===== src/rtl/clk_div_pkg.sv =====
// Shared definitions for the programmable clock divider.
// State encoding and the minimum legal ratio.
package clk_div_pkg;

    typedef enum logic [1:0] {
        ST_IDLE,
        ST_RUN,
        ST_DRAIN
    } state_e;

    localparam int unsigned DIV_MIN = 2;

endpackage


===== src/rtl/clk_div_prog.sv =====
// Runtime-programmable integer clock divider, near-50% duty.
// Ratio changes take effect only at period boundaries.
module clk_div_prog
    import clk_div_pkg::*;
#(
    parameter int CNT_W   = 16,
    parameter int DIV_RST = 4
) (
    input  logic             sys_clk,
    input  logic             rst,
    input  logic             i_en,
    input  logic [CNT_W-1:0] i_div,
    input  logic             i_div_load,
    output logic             o_clk,
    output logic             o_rise_en,
    output logic             o_fall_en,
    output logic [CNT_W-1:0] o_div_active,
    output logic             o_busy
);

    if (DIV_RST < 2) begin : g_bad_div_rst
        $error("clk_div_prog: DIV_RST must be >= 2");
    end

    // Ratios 0 and 1 are meaningless; treat them as the minimum.
    function automatic logic [CNT_W-1:0] clamp(input logic [CNT_W-1:0] n);
        return (n < CNT_W'(DIV_MIN)) ? CNT_W'(DIV_MIN) : n;
    endfunction

    // High-phase length ceil(n/2), one extra bit so n = all-ones is safe.
    function automatic logic [CNT_W-1:0] half(input logic [CNT_W-1:0] n);
        logic [CNT_W:0] t;
        t = {1'b0, n} + {{CNT_W{1'b0}}, 1'b1};
        return t[CNT_W:1];
    endfunction

    state_e           state_q, state_d;
    logic [CNT_W-1:0] cnt_q, cnt_d;
    logic [CNT_W-1:0] div_q, div_d;
    logic [CNT_W-1:0] pend_q, pend_d;
    logic             busy_q, busy_d;
    logic             clk_q, clk_d;
    logic             rise_q, rise_d;
    logic             fall_q, fall_d;
    logic             arm_q;
    logic             run_d;
    logic             wrap;
    logic [CNT_W-1:0] new_div;
    logic [CNT_W-1:0] h_d;

    // Blocks the first edge after reset release from leaving IDLE.
    always_ff @(posedge sys_clk or posedge rst) begin
        if (rst) begin
            arm_q <= 1'b0;
        end else begin
            arm_q <= 1'b1;
        end
    end

    // Next-state: FSM, counter, active/pending ratio and phase outputs.
    always_comb begin
        state_d = state_q;
        cnt_d   = cnt_q;
        div_d   = div_q;
        pend_d  = pend_q;
        busy_d  = busy_q;
        run_d   = 1'b0;
        new_div = clamp(i_div);
        wrap    = (cnt_q == (div_q - CNT_W'(1)));
        unique case (state_q)
            ST_IDLE: begin
                cnt_d  = '0;
                busy_d = 1'b0;
                if (i_div_load) begin
                    div_d = new_div;
                end
                if (i_en && arm_q) begin
                    state_d = ST_RUN;
                    run_d   = 1'b1;
                end
            end
            ST_RUN, ST_DRAIN: begin
                run_d = 1'b1;
                if (wrap) begin
                    cnt_d  = '0;
                    busy_d = 1'b0;
                    if (i_div_load) begin
                        div_d = new_div;
                    end else if (busy_q) begin
                        div_d = pend_q;
                    end
                    if ((state_q == ST_DRAIN) && !i_en) begin
                        state_d = ST_IDLE;
                        run_d   = 1'b0;
                    end else begin
                        state_d = i_en ? ST_RUN : ST_DRAIN;
                    end
                end else begin
                    cnt_d = cnt_q + CNT_W'(1);
                    if (i_div_load) begin
                        pend_d = new_div;
                        busy_d = 1'b1;
                    end
                    state_d = i_en ? ST_RUN : ST_DRAIN;
                end
            end
            default: begin
                state_d = ST_IDLE;
                cnt_d   = '0;
            end
        endcase
        h_d    = half(div_d);
        clk_d  = run_d && (cnt_d < h_d);
        rise_d = run_d && (cnt_d == '0);
        fall_d = run_d && (cnt_d == h_d);
    end

    // State and output registers.
    always_ff @(posedge sys_clk or posedge rst) begin
        if (rst) begin
            state_q <= ST_IDLE;
            cnt_q   <= '0;
            div_q   <= CNT_W'(DIV_RST);
            pend_q  <= CNT_W'(DIV_RST);
            busy_q  <= 1'b0;
            clk_q   <= 1'b0;
            rise_q  <= 1'b0;
            fall_q  <= 1'b0;
        end else begin
            state_q <= state_d;
            cnt_q   <= cnt_d;
            div_q   <= div_d;
            pend_q  <= pend_d;
            busy_q  <= busy_d;
            clk_q   <= clk_d;
            rise_q  <= rise_d;
            fall_q  <= fall_d;
        end
    end

    assign o_clk        = clk_q;
    assign o_rise_en    = rise_q;
    assign o_fall_en    = fall_q;
    assign o_div_active = div_q;
    assign o_busy       = busy_q;

endmodule


===== config.mk =====
export PLATFORM = sky130hd
export DESIGN_NAME = clk_div_prog
export DESIGN_NICKNAME = d
export VERILOG_FILES = /design/src/rtl/clk_div_pkg.sv /design/src/rtl/clk_div_prog.sv
export SDC_FILE = /design/constraint.sdc
export NUM_CORES = 1
export LEC_CHECK = 0
export ABC_AREA = 1
export BUFFER_PORTS_ARGS = -buffer_cell sky130_fd_sc_hd__buf_2
export CORE_AREA = 2 2 106 108
export DETAILED_ROUTE_END_ITERATION = 8
export DIE_AREA = 0 0 108 110
export PLACE_DENSITY = 0.69
export SYNTH_ARGS = -nofsm -noshare
export SYNTH_HDL_FRONTEND = slang
export SYNTH_SLANG_ARGS = --single-unit

===== constraint.sdc =====
create_clock -name sys_clk -period 4.4 [get_ports sys_clk]
set_input_delay 0.88 -clock sys_clk [delete_from_list [all_inputs] [get_ports sys_clk]]
set_output_delay 0.88 -clock sys_clk [all_outputs]
set_load 0.01 [all_outputs]

==> impl_metrics.tcl, run 1 <==
set metrics [dict create \
    wl_per_cell_um 16.60 \
    track_usage 0.3025 \
    min_period_over_period 0.9383 \
    synthFlopType "dfrtp_1" \
    peakVddDrop_mv 0.5509 \
    via_count 5742 \
    ff_latch_area_mm2 0.001384 \
    r2r_slack_ns 0.27 \
    reg2reg_depth 28 \
    mostFrequentLayoutCell "nand2_1" \
    worst_pin_slew_ns 0.7933 \
    r2r_end "o_clk" \
    overflow 0 \
    powerDensity_mw_per_mm2 731.2 \
    worstSetupStartpointType "register" \
    grt_pass1_wl_mm 27.70 \
    drc 0 \
    viasPerCell 5.602 \
    slew_violations 0 \
    initial_core_util 0.4956 \
    clkLatencyLatePin_ns 0.32 \
    netlist_instances 823 \
    crit_type "reg2reg" \
    post-route-util 0.5667 \
    top_usage_layer "met2" \
    yosysSeqAreaShare 0.2601 \
    grt_pass1_vias 5401 \
    gp_congestion 0.9539 \
    cp_slowest_cell "dfrtp_1" \
    synth_top_family_by_area "simple AND/OR/NAND/NOR gates" \
    htreeDepth 2 \
    dp_hpwl_mm 13.63 \
    drt_first_pass_iters 5 \
    critical_path.endpoint "o_clk" \
    cp_num_cells 28 \
    critPathTopFamily "simple AND/OR/NAND/NOR gates" \
    cts_made_buffers 5 \
    drive_above_1_share 0.2113 \
    syn-cell-area_mm2 0.005301 \
    leakage_nw 3.130 \
    hold_viol 0 \
    ys_ff_latch 55 \
    endpoint_kind "register" \
    setup_viol 0 \
    status "complete, no violations" \
    synth_nets 865 \
    yosys.area_share.simple 0.4546 \
    yosys.area_share.xor_xnor 0.03800 \
    grtUsageMet1 0.4189 \
    wl_mm 17.01 \
    die_area_mm2 0.01188 \
    cts_tree "built" \
    async_flop_share 1.000 \
    critPathMostFrequentCell "nand2_1" \
    antenna_found_initial 0 \
    core_area_mm2 0.01070 \
    ys_types 45 \
    multi_input_area_mm2 0.003506 \
    clkTransAtPathRegs_ns 0.11 \
    std_cell_rows 38 \
    area_growth_pct 14.35 \
    finalClockSkew_ns 0.01052 \
    io_buffers 39 \
    fmax_mhz 242.2 \
    period_minus_slack_ns 4.128 \
    synth_compound_area_frac 0.1038 \
    min_path_cells 2 \
    r2r_start "o_div_active[1]" \
    mostFrequentLayoutCells "nand2_1, inv_1, nor2_1, nand3_1, o21ai_0" \
    startpoint "o_div_active[1]" \
    maxSlewHeadroom 0.4692 \
    cts.sinks 55 \
    antenna_cells 0 \
    ys_warn_count 0 \
    first_iter_violations 632 \
    drv_cap 0 \
    ctsRootBufferMaster "clkbuf_8" \
    use_met2 0.5058 \
    nNetsFinal 926 \
    power_mw 4.433 \
    die_h_um 110 \
    path_buf_inv 4 \
    arrival_ns 4.36 \
    fillers 1091 \
    boundaryPins 40 \
    grt_max_degree 36 \
    clk_path_buf_depth 2 \
    cpPeakStageDelay_ns 0.40 \
    muxShareOfSynthArea 0 \
    synth_area_per_cell_um2 6.441 \
    cp_max_fo 11 \
    synth_edf_count 0 \
    grtUsageMet3 0.02822 \
    required_ns 4.63 \
    hp-class "reg2reg" \
    drtAntennaViolNets 0 \
    die_width_um 108 \
    synth_fa_ha_area_frac 0.05192 \
]
-- layout make-up --
class | instances | share of cell area
flip-flops and latches | 55 | 0.2283
clock buffers | 6 | 0.01197
clock inverters | 2 | 0.009907
repair buffers | 78 | 0.08318
inverters | 96 | 0.05944
multi-input cells | 648 | 0.5783
well taps | 140 | 0.02890
-- worst min path at each step --
stage	from	endpoint	slack (ns)
2_1_floorplan	pend_q[15]	pend_q[15]	0.44
3_3_place_gp	pend_q[2]	pend_q[2]	0.45
3_5_place_dp	pend_q[2]	pend_q[2]	0.46
4_1_cts	pend_q[2]	pend_q[2]	0.47
5_1_grt	pend_q[2]	pend_q[2]	0.50
6_report	pend_q[2]	pend_q[2]	0.47
-- sequential cells by signal, summed over array words and instances (netlist names) --
signal and flops:
cnt_q 16, pend_q 16, o_div_active 16, o_fall_en 1
o_rise_en 1, o_clk 1, arm_q 1, o_busy 1
state_q 2
-- worst register-to-register path: cells and delay by family, from the launching register on --
family | cells | cell delay [ns]
DFF | 1 | 0.40
and+or+nand+nor | 18 | 2.03
buffers and inverters | 4 | 0.41
adders and majority gates | 2 | 0.52
AOI/OAI and AO/OA | 4 | 0.67
-- Yosys cell counts, types with 8 or more instances --
library cell | number | area share
nand2_1 | 241 | 0.17
xor2_1 | 12 | 0.020
xnor2_1 | 11 | 0.018
inv_2 | 10 | 0.0071
nor2_1 | 78 | 0.055
nand4_1 | 20 | 0.024
ha_1 | 22 | 0.052
nand3_2 | 9 | 0.017
clkbuf_1 | 16 | 0.011
a21oi_1 | 30 | 0.028
nand2_2 | 21 | 0.025
nor2_4 | 8 | 0.017
o21ai_0 | 56 | 0.053
nor2_2 | 20 | 0.024
inv_1 | 84 | 0.059
dfrtp_1 | 53 | 0.25
nand3_1 | 73 | 0.069
-- power breakdown --
part / switching (mW) / internal (mW) / total [mW]
sequential: 0.228 / 0.693 / 0.922
combinational: 2.05 / 1.06 / 3.11
clock: 0.177 / 0.228 / 0.405
-- metrics by stage --
| stage | setup WS (ns) | instances | hold WS (ns) | TNS [ns] | area, um2 |
|---|---|---|---|---|---|
| 2_1_floorplan | 0.4419 | 823 | 0.4366 | 0 | 5301 |
| 3_3_place_gp | 0.1626 | 1009 | 0.4547 | 0 | 5783 |
| 3_5_place_dp | 0.02787 | 1009 | 0.4587 | 0 | 5783 |
| 4_1_cts | 0.0004445 | 1017 | 0.4738 | 0 | 5916 |
| 5_1_grt | -0.01292 | 1025 | 0.4971 | -0.01292 | 6062 |
| 6_report | 0.2716 | 1025 | 0.4670 | 0 | 6062 |
-- logic make-up after synthesis --
group                      after synthesis
and+or+nand+nor                        500
other                                    1
adders and majority gates               22
buffers and inverters                  120
xor gates and xnor gates                23
AOI/OAI and AO/OA                      102
DFF                                     55
-- metal layers --
metal	wire (um)	share of wire	up-vias
met5	0	0	-
met4	396	0.023	0
met3	1225	0.072	37
met2	8006	0.47	238
met1	7383	0.43	2694
li1	-	-	2773
-- repair_timing --
item	in CTS	in global routing
endpoints found under the setup margin	0	2
buffers inserted	0	8
resized for setup	0	23
hold buffers	0	0
Power figures use the tool's default switching activity.
==> run 2, diff against run 1 <==
--- a/config.mk
+++ b/config.mk
@@ -10,7 +10,8 @@
 export CORE_AREA = 2 2 106 108
 export DETAILED_ROUTE_END_ITERATION = 8
 export DIE_AREA = 0 0 108 110
-export PLACE_DENSITY = 0.69
+export HOLD_SLACK_MARGIN = 0.15
+export PLACE_DENSITY = 0.71
 export SYNTH_ARGS = -nofsm -noshare
 export SYNTH_HDL_FRONTEND = slang
 export SYNTH_SLANG_ARGS = --single-unit
==> constraint.sdc (replaced) <==
create_clock -name sys_clk -period 3.62 [get_ports sys_clk]
set_input_delay 0.724 -clock sys_clk [delete_from_list [all_inputs] [get_ports sys_clk]]
set_output_delay 0.724 -clock sys_clk [all_outputs]
set_load 0.01 [all_outputs]
==> run 2 against run 1 <==
  * The run now ends with negative setup slack left
  * Total power up 60%
  * Clock skew down 0.0016 ns
  * Die area unchanged
  * Fmax up 0.26%
  * Via count up 12%
  * Global-route usage up 1.7 points
==> impl_metrics.tcl, run 2 (synthesized netlist as in run 1, its figures left out) <==
set metrics [dict create \
    mostFrequentLayoutCells "nand2_1, buf_4, inv_1, nand3_1, nor2_1" \
    peakVddDrop_mv 0.6103 \
    sw_frac_of_total 0.4981 \
    dp_hpwl_mm 14.16 \
    htreeDepth 2 \
    maxSlewHeadroom 0.5554 \
    die_h_um 110 \
    p_seq_frac 0.155 \
    gp_congestion 0.9765 \
    rsz0062_at_grt "yes" \
    mostFrequentLayoutCell "nand2_1" \
    place_area_mm2 0.006939 \
    p_sw_mw 3.532 \
    worst_pin_slew_ns 0.6669 \
    slew_violations 0 \
    initial_core_util 0.4956 \
    arrival_ns 4.35 \
    hp-class "in2async" \
    leakage_nw 3.995 \
    required_ns 3.85 \
    clkTransAtPathRegs_ns 0.11 \
    cts.sinks 55 \
    grt_max_degree 26 \
    finalClockSkew_ns 0.008922 \
    area_growth_pct 44.49 \
    viasPerCell 5.432 \
    hold_viol 0 \
    cts_made_buffers 5 \
    nNetsFinal 1089 \
    violations "negative setup slack" \
    p_clk_frac 0.071 \
    crit_type "reg2reg" \
    core_area_mm2 0.01070 \
    grt_pass1_vias 6058 \
    wl_mm 18.99 \
    design_area_mm2 0.007660 \
    endpoint_kind "register" \
    std_cell_rows 38 \
    antenna_cells 0 \
    clk_path_buf_depth 2 \
    fmax_mhz 242.8 \
    ctsRootBufferMaster "clkbuf_8" \
    clkLatencyLatePin_ns 0.33 \
    cts_tree "built" \
    overflow 0 \
    antenna_found_initial 0 \
    timing.hold.ws_ns 0.4403 \
    first_iter_violations 691 \
    drv_cap 0 \
    boundaryPins 40 \
    grt_pass1_wl_mm 29.35 \
    period_minus_slack_ns 4.118 \
    wl_per_cell_um 15.99 \
    die_width_um 108 \
    worstSetupStartpointType "register" \
    min_period_over_period 1.138 \
    fillers 892 \
    drtAntennaViolNets 0 \
    track_usage 0.3199 \
    setup_viol 2 \
    powerDensity_mw_per_mm2 925.7 \
    drt_first_pass_iters 6 \
    p_comb_frac 0.774 \
    io_buffers 39 \
    power.internal_mw 3.559 \
    drc 0 \
    status "finished with violations" \
    layout_setup_ws_ns -0.4979 \
    die_area_mm2 0.01188 \
    drive_above_1_share 0.3931 \
    via_count 6453 \
    cp_max_fo 5 \
]
## run 2: cell count changes in the layout (fill, tap and decap cells not counted), sizes merged
| cell | delta |
|---|---|
| buf | +163 |
## run 2: repair_timing
| item | in CTS | in global routing |
|---|---|---|
| endpoints found under the setup margin | 2 | 15 |
| setup buffers | 14 | 10 |
| hold buffers | 0 | 0 |
| pin swaps | 27 | 41 |
| gates resized for setup | 32 | 75 |
## run 2: power by group through the flow
stage | Combinational [mW] | Sequential, mW | Clock (mW)
global route | 5.95 | 1.11 | 0.528
finish | 5.49 | 1.10 | 0.503
CTS | 4.94 | 1.07 | 0.507
floorplan | 2.49 | 1.09 | 0
global placement | 4.61 | 1.07 | 0
detailed placement | 4.67 | 1.08 | 0
## run 2: metal layers
metal | GRT usage | wire length (um)
met1 | 0.4047 | 7890
met2 | 0.5449 | 9042
met3 | 0.05526 | 1324
met4 | 0.1273 | 737
met5 | 0 | 0
## run 2: path summary, 6_finish.rpt
check | from | slack (ns) | end | cells past startpoint
worst max-delay path | o_div_active[1] | -0.50 | o_clk | 27
worst min-delay path | rst | 0.44 | pend_q[15] | 2
worst max register to register | o_div_active[1] | -0.50 | o_clk | 27
worst min register to register | pend_q[2] | 0.47 | pend_q[2] | 2
max in group asynchronous | rst | 2.47 | pend_q[2] | 3
min in group sys_clk | pend_q[2] | 0.47 | pend_q[2] | 2
## run 2: cell type report
type                       count  area (um2)  share of cell area
sequential                    55        1389              0.1813
timing repair buffer         241        1775              0.2318
multi-input combinational    648        3822              0.4990
inverter                      96       365.4             0.04770
clock inverter                 2       60.06            0.007841
clock buffer                   6       72.57            0.009474
tap                          140       175.2             0.02287
## run 2: per-stage QoR
| step | cells | power (mW) | TNS [ns] | util | worst slack [ns] |
|---|---|---|---|---|---|
| after floorplan | 823 | 3.579 | -0.2197 | - | -0.2197 |
| after global routing | 1188 | 7.592 | -1.297 | 0.7160 | -0.7321 |
| after global placement | 1158 | 5.676 | -0.4131 | 0.6487 | -0.2944 |
| final | 1188 | 7.091 | -0.8629 | 0.7160 | -0.4979 |
| after CTS | 1180 | 6.522 | -0.4968 | 0.6825 | -0.3606 |
| after detailed placement | 1158 | 5.748 | -0.6677 | 0.6487 | -0.4637 |
## run 2: worst max-delay path, stage by stage, from the launching register on
cell       delay, ns
dfrtp_2         0.46
inv_4           0.08
ha_4            0.17
nand2_8         0.08
nor2_4          0.20
nand2_2         0.07
nand3_2         0.07
nand2_2         0.08
nor2_4          0.16
nand2_4         0.08
nor2_8          0.14
nand2_4         0.08
nand2_2         0.07
nand3_2         0.07
a21oi_2         0.18
ha_2            0.23
inv_2           0.05
nor3_4          0.20
nand2_1         0.13
xor2_1          0.16
ha_1            0.30
nand2_1         0.11
nor2_1          0.07
a211oi_2        0.19
o21ai_2         0.12
nand2b_4        0.08
a21oi_2         0.05
a2111oi_2       0.33
